--- src/rtl/nibble_serial_subtractor.sv ---
// Serial unsigned subtractor: one 4-bit slice per clock, LS nibble first, with an
// optional second pass that negates a negative result to give |A - B|.
module nibble_serial_subtractor #(
  parameter int WIDTH = 24
) (
  input  logic             clk,
  input  logic             rst_n,
  input  logic             in_valid,
  output logic             in_ready,
  input  logic [WIDTH-1:0] a,
  input  logic [WIDTH-1:0] b,
  input  logic             abs_en,
  output logic             out_valid,
  input  logic             out_ready,
  output logic [WIDTH-1:0] diff,
  output logic             borrow,
  output logic             zero
);

  localparam int NIB = WIDTH / 4;
  localparam int IW  = (NIB > 1) ? $clog2(NIB) : 1;

  typedef enum logic [1:0] {IDLE, SUB, NEG, DONE} state_t;

  state_t           state, state_next;
  logic [WIDTH-1:0] a_q, b_q, diff_q, diff_upd;
  logic             abs_q, carry, borrow_q, zero_q;
  logic [IW-1:0]    idx;
  logic [IW+1:0]    base;
  logic             last;
  logic [4:0]       sub_sum, neg_sum;

  assign base = {idx, 2'b00};
  assign last = (idx == IW'(NIB - 1));

  // Shared slice: A + ~B + carry while subtracting, ~D + carry while negating.
  always_comb begin
    sub_sum    = {1'b0, a_q[base +: 4]} + {1'b0, ~b_q[base +: 4]} + {4'b0000, carry};
    neg_sum    = {1'b0, ~diff_q[base +: 4]} + {4'b0000, carry};
    diff_upd   = diff_q;
    state_next = state;
    case (state)
      IDLE: if (in_valid) state_next = SUB;
      SUB: begin
        diff_upd[base +: 4] = sub_sum[3:0];
        if (last) state_next = (abs_q && !sub_sum[4]) ? NEG : DONE;
      end
      NEG: begin
        diff_upd[base +: 4] = neg_sum[3:0];
        if (last) state_next = DONE;
      end
      DONE: if (out_ready) state_next = IDLE;
      default: state_next = IDLE;
    endcase
  end

  always_ff @(posedge clk or negedge rst_n) begin
    if (!rst_n) state <= IDLE;
    else        state <= state_next;
  end

  always_ff @(posedge clk or negedge rst_n) begin
    if (!rst_n) begin
      a_q      <= '0;
      b_q      <= '0;
      abs_q    <= 1'b0;
      idx      <= '0;
      carry    <= 1'b1;
      diff_q   <= '0;
      borrow_q <= 1'b0;
      zero_q   <= 1'b0;
    end else begin
      case (state)
        IDLE: if (in_valid) begin
          a_q    <= a;
          b_q    <= b;
          abs_q  <= abs_en;
          idx    <= '0;
          carry  <= 1'b1;
          diff_q <= '0;
        end
        SUB: begin
          diff_q <= diff_upd;
          carry  <= sub_sum[4];
          if (last) begin
            idx      <= '0;
            borrow_q <= ~sub_sum[4];
            if (state_next == NEG) carry <= 1'b1;
            else zero_q <= (diff_upd == '0);
          end else begin
            idx <= idx + 1'b1;
          end
        end
        NEG: begin
          diff_q <= diff_upd;
          carry  <= neg_sum[4];
          if (last) begin
            idx    <= '0;
            zero_q <= (diff_upd == '0);
          end else begin
            idx <= idx + 1'b1;
          end
        end
        default: ;
      endcase
    end
  end

  assign in_ready  = (state == IDLE);
  assign out_valid = (state == DONE);
  assign diff      = diff_q;
  assign borrow    = borrow_q;
  assign zero      = zero_q;

endmodule

--- config.mk ---
export PLATFORM = sky130hd
export DESIGN_NAME = nibble_serial_subtractor
export DESIGN_NICKNAME = d
export VERILOG_FILES = /design/src/rtl/nibble_serial_subtractor.sv
export SDC_FILE = /design/constraint.sdc
export NUM_CORES = 1
export LEC_CHECK = 0
export BUFFER_PORTS_ARGS = -buffer_cell sky130_fd_sc_hd__buf_4
export CAP_MARGIN = 20
export CORE_UTILIZATION = 55
export DETAILED_ROUTE_END_ITERATION = 7
export PLACE_DENSITY = 0.82
export SLEW_MARGIN = 5
export SYNTH_ARGS = -nofsm -noshare
export SYNTH_HDL_FRONTEND = slang
export SYNTH_SLANG_ARGS = --single-unit
--- constraint.sdc ---
create_clock -name clk -period 5.2 [get_ports clk]
set_clock_uncertainty 0.05 [all_clocks]
set_input_delay 1.04 -clock clk [delete_from_list [all_inputs] [get_ports clk]]
set_output_delay 1.04 -clock clk [all_outputs]
set_load 0.05 [all_outputs]
==> run summary <==
In the routed design, unresolved DRC markers number 0. Clock tree synthesis inserted a total of 9 buffers. The number of gates resized after CTS came out at 0. Using the TritonRoute via totals, the vias-per-cell ratio works out to 6.53. The floorplan has 34 rows.

The data arrival time of the worst path is 4.53 ns. The fraction of synthesized cell area in xor and xnor cells came out at 0.355%. In the finished design, the share of the clock period the worst path needs comes to 82.0%. The net count of the finished layout is 625.

The first routing iteration left 444 violations. In this run the clock root is driven by a clkbuf_8. At the pin with the least slew margin, the transition time is 0.977 ns.

Entering global routing, the biggest net connects 82 pins. Ratio of cells with drive above 1 in the final layout: 32.4%. After clock tree synthesis, the flow added hold-fix buffers numbering 0. The depth of the worst hold-timing path is 1, and the number of detailed-route iterations in the first pass is 5. The area fraction in compound gates after synthesis is 17.7%. The clock reaches the later pin of the worst-skew pair after 0.37 ns.

The total power per unit cell area was 727 nW/um2; the largest fanout on the critical path was 28. Adding up every negative setup slack in the final design gives 0 ns. Port buffering added 80 buffers. Counting flops with a built-in enable in the synthesized netlist gives 0. The Yosys step of the flow raised 0 warnings. End of the worst hold path: b_q[11]$_DFFE_PN0P_.

In this run, distinct cell masters in the synthesized netlist total 62. The tools report the initial antenna violation count as 0. Synthesis produced 486 cells.

Traced cell by cell, the critical path runs through buf_4, mux4_2, nand2_1, o21ai_0, ha_1, xor2_1, o41ai_1, a221o_1, o21bai_1, o2111ai_1, nor4_1, a32o_2. The max-capacitance violation count was 0. For this design, the sink count on the clock tree is 81.

In this run the remaining antenna-violating nets after routing total 0. The worst setup path is captured at a flip-flop. Dividing the detail-routed wire length by the instance count gives 22.2 um. Of the synthesized area, sequential elements account for 41.1%. The most used flip-flop cell after synthesis is dfrtp_1. The run gives 554 as the synthesized netlist net count. The run gives 24000 um as the first-pass GRT wire length.

The run finished with clean final reports. The clock period could shrink to 4.27 ns. Endpoint of the worst register-to-register path: zero$_DFFE_PN0P_. The multiplexer share of the synthesized area is 21.2%, and the final number of hold-violating endpoints is 0. The startpoint identified for the worst hold timing path is b_q[11]$_DFFE_PN0P_.

Measured along the x axis, the die boundary spans 96.8 um. TritonCTS built the clock tree. The region available for standard cell placement spans 8720 um2. The average cell area after synthesis is 10.2 um2. Of the total synthesized cell area, the portion taken by AND, OR, NAND and NOR gates is 12.0%.

Clock-pin slew was measured on the worst setup and hold paths at 0.12 ns. Routability-driven placement finished with a final weighted congestion of 1.03. After synthesis the cells add up to 4940 um2. After detailed routing, the met3 layer carries 1250 um of wire. The detailed-routing wirelength on met1 is 6420 um.

The tightest min-delay check is of the flip-flop to flip-flop type. Setup violations remaining at the end of the flow were counted as 0. Setup repair after global routing left no endpoint under its margin.

The run gives 0 as the max-slew violation count. The largest total area in the synthesized netlist belongs to dfrtp_1. In this run the static leakage power is 0.00252 uW. By area, the combinational part of the netlist is dominated by multiplexers.

The detailed router placed 4375 vias in this run. For this run, the total global-route usage over all layers was measured as 33.0%. Pin placement for this block handled 81 I/O pins.

The highest ir drop seen on vdd was 0.382 mV. Relative to the synthesized area, the layout overhead comes to 18.6%. The run gives 34.4% as the tightest slew margin relative to the limit. The wire length after detailed routing is 14900 um.

Summing the areas of all fa, ha and maj instances in the mapped netlist gives 4.10% of the synthesized area. The number of setup buffers added after CTS is 0. The tools report the startpoint of the most critical register-to-register path as idx[0]$_DFFE_PN0P_.

The share of synthesized area in the top cell type comes to 40.5%. Across all register-to-register paths, the minimum setup slack is 0.93 ns. On the final layout, the worst hold slack is 0.461 ns. The cell with the largest stage delay on the worst path is o41ai_1. The kind of critical path was flip-flop to flip-flop.

For the worst setup path, the data required time is 5.46 ns. Measured in cells, the most critical reg-to-reg path has a length of 12. The synthesized design contains 81 register bits. Starting density of the core: 56.6%. The kind of start point of the critical path is a flip-flop.

HPWL after detailed placement: 11000 um. The die covers 9360 um2. The via count of the first global-routing pass came out at 4357. The die is 96.8 um tall.

The clock tree synthesis step divided the H-tree into 3 levels. The maximum operating frequency came out at 234 MHz. The count of fill cells added during filler insertion was 651. The highest layer used for signal routing was met4. Yosys attributes the largest share of cell area to dfrtp_1, mux2_2, o21ai_0, mux4_2, nand2_1. The number of antenna diodes in the final layout is 0. The maximum root-to-sink buffer count was 2; the total overflow reported by the global router was 0. Counting flops with an async set or reset pin after synthesis yields a share of 100%.

The amount of wire on met2 after detailed routing is 6810 um, and the highest cell delay on the worst timing path is 0.81 ns.
==> sequential cells by signal, indices dropped and copies added (netlist names) <==
name and flops:
carry 1, b_q 24, zero 1, idx 3
a_q 24, state 2, borrow 1, abs_q 1
diff 24
==> synthesized netlist by cell type, types with 2 or more instances <==
cell type,count
a22oi_1,5
nor2b_1,5
nor4_1,6
nor3_1,9
nand2_1,48
a21oi_1,25
ha_1,13
mux2_2,59
nand2b_1,3
and4_1,2
buf_1,7
buf_2,3
xor2_1,2
a32oi_1,6
o21bai_1,2
o21a_1,5
a21o_1,2
and2_1,3
o21ai_1,2
dfrtp_1,80
or4_1,2
mux2i_1,14
a211oi_1,2
nor2_1,29
nand4_1,3
a222oi_1,2
inv_1,14
nand4bb_1,2
mux4_2,9
clkbuf_1,16
nand3_1,6
o2111ai_1,2
a31oi_1,5
a22o_1,4
o211ai_1,4
fa_1,2
o21ai_0,49
o22ai_1,4
a221o_1,2
o31ai_1,3
a221oi_1,4
==> metal layers <==
layer	vias to the layer above	GRT usage [%]
li1	1963	-
met1	2149	45.9
met4	0	11.5
met5	-	0
met3	38	6.79
met2	225	51.4
==> kinds of logic (layout without fill, tap and decap cells) <==
family,Yosys count,count (layout)
adder cells (fa/ha/maj),15,15
flip-flops,81,81
AND/OR/NAND/NOR,124,124
multiplexers,84,84
XOR/XNOR,2,2
buffers and inverters,43,119
AO/OA/AOI/OAI,137,137
==> where the power goes <==
part	leakage [uW]	switching [uW]	internal, uW	total [uW]
clock	0.000111	287	237	525
sequential	0.00101	235	884	1120
combinational	0.00140	1620	995	2620
total	0.00252	2140	2120	4260
==> cell usage in the layout, fill, tap and decap left out, drive strengths merged, types with 5 or more instances in the layout <==
cell and count:
buf 88, dfrtp 80, mux2 60, o21ai 51, nand2 48, nor2 29
a21oi 26, inv 19, mux2i 15, ha 13, nor3 10, mux4 9
clkbuf 9, nand3 6, a32oi 6, nor4 6, nor2b 5, a31oi 5
o21a 5, a22oi 5
==> worst max-delay path by stage <==
stage | cells after the start | slack (ns) | to | startpoint
3_3_place_gp | 12 | 1.05 | zero$_DFFE_PN0P_ | idx[0]$_DFFE_PN0P_
3_5_place_dp | 12 | 1.08 | zero$_DFFE_PN0P_ | idx[0]$_DFFE_PN0P_
6_report | 12 | 0.93 | zero$_DFFE_PN0P_ | idx[0]$_DFFE_PN0P_
2_1_floorplan | 14 | 1.0 | zero$_DFFE_PN0P_ | idx[0]$_DFFE_PN0P_
5_1_grt | 12 | 0.82 | zero$_DFFE_PN0P_ | idx[0]$_DFFE_PN0P_
4_1_cts | 12 | 1.05 | zero$_DFFE_PN0P_ | idx[0]$_DFFE_PN0P_
==> critical path, delay by kind of cell, from the launching register on <==
family | cells | cell delay (ns)
mux | 1 | 0.55
xor+xnor | 1 | 0.28
buf+inv | 1 | 0.43
simple gates | 2 | 0.30
compound gates | 6 | 1.65
fa+ha+maj | 1 | 0.38
flops | 1 | 0.54
==> metrics by stage <==
step / area [um2] / instances / setup WS [ns] / util, % / total power [uW]
final: 5860 / 670 / 0.934 / 67.2 / 4260
after floorplan: 4940 / 486 / 0.998 / - / 2890
after CTS: 5830 / 669 / 1.05 / 66.9 / 4180
after global placement: 5610 / 653 / 1.05 / 64.3 / 3600
after global routing: 5860 / 670 / 0.822 / 67.2 / 4480
after detailed placement: 5610 / 653 / 1.08 / 64.3 / 3650
==> cell type report <==
type	count	area, um2	area share, %
clock buffers	9	124	2.11
flip-flops and latches	81	2030	34.6
clock inverters	7	95.1	1.62
repair buffers	88	681	11.6
well taps	108	135	2.31
multi-input cells	362	2740	46.8
inverters	15	56.3	0.961
No activity file was read; power rests on OpenSTA's default activity.
